<file path="src/rtl/mux_pkg.sv">
// Shared types and sizes for the round-robin mux select generator.
// Latency: n/a (declarations only).
// Backpressure: n/a (declarations only).
// Contents: NUM_SRC, SEL_W, FSM state encoding, beat counter width helper.
package mux_pkg;

  localparam int NUM_SRC = 4;
  localparam int SEL_W   = 2;

  typedef enum logic [1:0] {
    IDLE    = 2'b00,
    GRANT   = 2'b01,
    RELEASE = 2'b10
  } state_t;

  // Beat counter width: max(1, clog2(hold_max)).
  function automatic int cnt_w(input int hold_max);
    return (hold_max > 2) ? $clog2(hold_max) : 1;
  endfunction

endpackage

</file>
<file path="src/rtl/rr_pick.sv">
// Rotate-priority picker: first set request searching ptr, ptr+1, .. (mod NUM_SRC).
// Latency: combinational.
// Backpressure: none; pure function of req and ptr.
// Ports: req[3:0] requests, ptr[1:0] search start, idx[1:0] winner, any = some request set.
module rr_pick
  import mux_pkg::*;
(
  input  logic [NUM_SRC-1:0] req,
  input  logic [SEL_W-1:0]   ptr,
  output logic [SEL_W-1:0]   idx,
  output logic               any
);

  logic [SEL_W-1:0] cand;

  // Walk from the farthest candidate back to ptr so the closest set bit wins last.
  always_comb begin
    idx  = ptr;
    cand = ptr;
    for (int k = NUM_SRC - 1; k >= 0; k--) begin
      cand = ptr + SEL_W'(k);
      if (req[cand]) begin
        idx = cand;
      end
    end
  end

  assign any = |req;

endmodule

</file>
<file path="src/rtl/mux_rr_sel_gen.sv">
// Round-robin select generator driving the 2-bit sel of a 4:1 mux; holds a grant for up to HOLD_MAX beats.
// Latency: req sampled at one edge -> sel/gnt/sel_valid valid after the next edge; 2 invalid cycles between grants.
// Backpressure: out_ready=0 freezes the beat count and holds the grant; sel only moves while sel_valid=0.
// Ports: clk, rst_n (async, active low), req[3:0], out_ready -> sel[1:0], gnt[3:0], sel_valid.
// Optional: `define MUX_SEL_SCAN_EN adds scan_en/scan_in/scan_out; chain is
//   scan_in -> state[1:0] -> ptr[1:0] -> sel[1:0] -> beat_cnt -> scan_out (MSB first per field).
module mux_rr_sel_gen
  import mux_pkg::*;
#(
  parameter int HOLD_MAX = 4
)
(
  input  logic               clk,
  input  logic               rst_n,
  input  logic [NUM_SRC-1:0] req,
  input  logic               out_ready,
`ifdef MUX_SEL_SCAN_EN
  input  logic               scan_en,
  input  logic               scan_in,
  output logic               scan_out,
`endif
  output logic [SEL_W-1:0]   sel,
  output logic [NUM_SRC-1:0] gnt,
  output logic               sel_valid
);

  localparam int               CNT_W    = cnt_w(HOLD_MAX);
  localparam logic [CNT_W-1:0] CNT_LAST = CNT_W'(HOLD_MAX - 1);

  state_t           state_q, state_d;
  logic [SEL_W-1:0] ptr_q, ptr_d;
  logic [SEL_W-1:0] sel_q, sel_d;
  logic [CNT_W-1:0] cnt_q, cnt_d;
  logic [SEL_W-1:0] pick_idx;
  logic             pick_any;
  logic             grant_end;

`ifdef MUX_SEL_SCAN_EN
  localparam int CHAIN_W = 3 * SEL_W + CNT_W;
  logic [CHAIN_W-1:0] chain_q;
  logic [CHAIN_W-1:0] chain_sh;
`endif

  rr_pick u_pick (
    .req (req),
    .ptr (ptr_q),
    .idx (pick_idx),
    .any (pick_any)
  );

  always_comb begin
    state_d   = state_q;
    ptr_d     = ptr_q;
    sel_d     = sel_q;
    cnt_d     = cnt_q;
    grant_end = 1'b0;

    case (state_q)
      IDLE: begin
        if (pick_any) begin
          sel_d   = pick_idx;
          state_d = GRANT;
        end
      end

      GRANT: begin
        // A dropped request wins over a beat in the same cycle: that beat is not counted.
        if (!req[sel_q]) begin
          grant_end = 1'b1;
        end else if (out_ready) begin
          if (cnt_q == CNT_LAST) begin
            grant_end = 1'b1;
          end else begin
            cnt_d = cnt_q + 1'b1;
          end
        end
        if (grant_end) begin
          state_d = RELEASE;
          ptr_d   = sel_q + 1'b1;
          cnt_d   = '0;
        end
      end

      // One-cycle bubble; sel is left untouched so the mux never sees a mid-switch value.
      RELEASE: state_d = IDLE;

      default: state_d = IDLE;
    endcase

`ifdef MUX_SEL_SCAN_EN
    chain_q  = {state_q, ptr_q, sel_q, cnt_q};
    chain_sh = {scan_in, chain_q[CHAIN_W-1:1]};
    if (scan_en) begin
      state_d = state_t'(chain_sh[CHAIN_W-1 -: SEL_W]);
      ptr_d   = chain_sh[CHAIN_W-SEL_W-1 -: SEL_W];
      sel_d   = chain_sh[CHAIN_W-2*SEL_W-1 -: SEL_W];
      cnt_d   = chain_sh[CNT_W-1:0];
    end
`endif
  end

  always_ff @(posedge clk or negedge rst_n) begin
    if (!rst_n) begin
      state_q <= IDLE;
      ptr_q   <= '0;
      sel_q   <= '0;
      cnt_q   <= '0;
    end else begin
      state_q <= state_d;
      ptr_q   <= ptr_d;
      sel_q   <= sel_d;
      cnt_q   <= cnt_d;
    end
  end

`ifdef MUX_SEL_SCAN_EN
  assign scan_out = cnt_q[0];
`endif

  assign sel       = sel_q;
  assign sel_valid = (state_q == GRANT);

  always_comb begin
    gnt = '0;
    if (sel_valid) begin
      gnt[sel_q] = 1'b1;
    end
  end

endmodule

</file>
<file path="config.mk">
export PLATFORM = sky130hd
export DESIGN_NAME = mux_rr_sel_gen
export DESIGN_NICKNAME = d
export VERILOG_FILES = /design/src/rtl/mux_pkg.sv /design/src/rtl/rr_pick.sv /design/src/rtl/mux_rr_sel_gen.sv
export SDC_FILE = /design/constraint.sdc
export NUM_CORES = 1
export LEC_CHECK = 0
export BUFFER_PORTS_ARGS = -buffer_cell sky130_fd_sc_hd__clkbuf_2
export CORE_MARGIN = 2
export CORE_UTILIZATION = 45
export CTS_CLUSTER_SIZE = 16
export DETAILED_ROUTE_END_ITERATION = 10
export GPL_ROUTABILITY_DRIVEN = 0
export PLACE_DENSITY = 0.72
export SLEW_MARGIN = 20
export SYNTH_ARGS = -nofsm -noshare
export SYNTH_HDL_FRONTEND = slang
export SYNTH_HIERARCHICAL = 1
export SYNTH_SLANG_ARGS = --single-unit
</file>
<file path="constraint.sdc">
create_clock -name clk -period 2.3 [get_ports clk]
set_input_delay 0.345 -clock clk [delete_from_list [all_inputs] [get_ports clk]]
set_output_delay 0.345 -clock clk [all_outputs]
set_load 0.1 [all_outputs]
</file>
==> results.md <==
- Adder-cell share of the synthesized area: 10.2%
- Unique cell type count in the Yosys netlist: 26
- Syn nets: 75
- I/O pin total: 14
- Total CTS buffers: 3
- Initial DRC count: 14
- Die area: between 1500 and 2000 um2
- Setup TNS: 0 ns
- Crit start category: flop
- # diodes: 0
- Avg Cell Area, Syn: 9.73 um2
- Initial antenna violation count: 0
- CP endpoint kind: primary output
- Seq cells post-synth: 8
- Mux contribution to synthesized area: 12.9%
- # rows: 13
- Post-Syn Area: about 610 um2
- Worst path cell trace: inv_1 -> ha_1 -> and2_2 -> clkbuf_2
- Tmin final: around 2.0 ns
- WL per Instance: 12.4 um
- Fin. max-slew vios: 0
- CP delay by family, top: buffers and inverters
- Fillers: between 100 and 150
- Max Cap Viol: 0
- Largest net degree at the start of global routing: 9
- Final Hold Fails: 0
- Port buffer count: 13
- Layout cells sized above 1: between 30% and 40%
- Crit path depth: 4
- Core Footprint: ~1300 um2
- Routed Antenna Nets: 0
- Xor/xnor share of the synthesized area: 0%
- Arrival @ worst endpoint: 1.66 ns
- Largest buffer count on any clock path: 2
- H-tree depth reported by CTS: 1
- Clock sink count: 8
- Post-route DRC: 0
- Worst EP required: 1.96 ns
- CTS root buf: clkbuf_4
- Cell count after placement: 91
- Slowest cell on the critical path: clkbuf_2
- Worst-Margin Slew: 0.541 ns
- Clk_lat worst skew: 0.25 ns
- Vias in the first global route: 429
- Layout Area Growth over Synthesis: 19.8%
- Die Wd: 40.9 um
- Clock transition at the registers of the reported paths: 0.05 ns
- WL final: 1180 um
- Dominant combinational cell family by area after synthesis: simple AND/OR/NAND/NOR gates
- FF/Latch Area: 200 um2
- Fin cells: 95
- CP max FO: 5
- Global route overflow: 0
- Final Cycle Share: between 80% and 90%
- CTS tree: built
- Max Fclk: ~500 MHz
- Detailed Routing Iterations Pass 1: 4
- RSZ-0062 raised after global routing: false
- Global-route wire length before repair: 1950 um
- Syn Inst Count: 63
- Chip height: about 41 um
- WP buf/inv: 2
- Post-synthesis compound-gate area fraction: 15.7%
- Area of the multi-input gates: between 300 and 400 um2
- Largest stage delay on the critical path: 0.44 ns
- Status: complete, no violations
- HP Class: input port to async pin
- Via/cell ratio: 5.17
- Final worst clock skew: 0.00933 ns
- Starting Density: 47.7%
- Reg2Reg Depth: 4
- YS warnings: 6
- Critical path type: flop to primary output
- Final setup vio count: 0
- Postcts setup bufs: 0
- Vias after detailed routing: 491
- Final-stage net count: 94
- GRT Overall Usage: 18.2%
- Slew headroom: approximately 64%
- Post-CTS Resized: 0
- Post-synthesis simple-gate area fraction: 24.3%
- Sequential share of the synthesized area: 32.7%
- DP Wirelength: 926 um
layout make-up:
type,instances,share of cell area [%]
Multi-Input combinational cell,48,53.3
Timing Repair Buffer,14,10.2
Inverter,7,3.58
Sequential cell,8,27.3
Tap cell,15,2.56
Clock buffer,3,3.07
per-stage QoR:
stage	utilization [%]	hold WS, ns	area, um2	worst slack [ns]
floorplan	-	0.0494	618	0.0457
CTS	57.2	0.472	734	0.270
detailed placement	54.6	0.197	702	0.543
global route	57.2	0.497	734	0.177
global placement	54.6	0.198	702	0.596
finish	57.2	0.488	734	0.294
layer usage:
layer,up-vias,global-route usage (%),share of wire (%)
met1,221,24.3,49
met5,-,0,0
met4,0,2.50,0
li1,257,-,-
met2,13,28.5,46
met3,0,6.52,4.4
what timing repair did:
action,4_1_cts,5_1_grt
hold buffers,1,0
setup endpoints to repair,0,0
hold endpoints to repair,8,0
layout by cell type, fill, tap and decap left out, drive strengths merged, types with 2 or more instances in the layout:
cell type	netlist	layout
a2bb2oi	2	2
and2	4	4
and2b	3	3
clkbuf	0	16
dfrtp	8	8
ha	5	5
inv	7	7
mux2	4	4
nand2	8	8
nor2	2	2
nor3	2	2
nor3b	2	2
o21ai	5	5
synthesized netlist by cell type:
master	n	area, um2
a211o_1	1	8.76
a2bb2oi_1	2	17.5
o21ai_0	5	25.0
ha_1	5	62.6
o221a_2	1	11.3
nand3_1	1	5.00
and2b_2	2	17.5
inv_1	7	26.3
mux2_4	3	45.0
and3b_1	1	8.76
nor3b_1	2	15.0
nand2_2	1	6.26
nand2_1	7	26.3
mux2i_4	1	22.5
and2b_1	1	7.51
and2_1	4	25.0
or4_1	1	7.51
o21bai_1	1	7.51
a31oi_4	1	21.3
nor2_1	2	7.51
dfrtp_1	8	200
or3_1	1	6.26
nand2b_1	1	6.26
nor3_1	2	10.0
a21oi_1	1	5.00
mux2_2	1	11.3
cells by family (layout without fill, tap and decap cells):
family	after synthesis	in the layout
compound gates	12	12
fa+ha+maj	5	5
buf+inv	7	24
flops	8	8
mux	5	5
simple gates	26	26
flip-flops by register name (all words and copies together) (netlist names):
signal / flops
ptr_q: 2
sel: 2
state_q: 2
cnt_q: 2
final timing paths:
check,from,end,slack [ns]
max reg2reg,sel[0]$_DFFE_PN0P_,cnt_q[0]$_DFFE_PN0P_,0.77
min in group clk,out_ready,cnt_q[1]$_DFFE_PN0P_,0.52
min reg2reg,cnt_q[1]$_DFFE_PN0P_,cnt_q[1]$_DFFE_PN0P_,0.53
min,rst_n,cnt_q[1]$_DFFE_PN0P_,0.49
max in group asynchronous,rst_n,ptr_q[0]$_DFFE_PN0P_,1.63
max,sel[1]$_DFFE_PN0P_,gnt[0],0.29
Power is left out: the tool's default activity adds up to more than one toggle a clock period on the data nets, which glitch-free logic cannot reach.
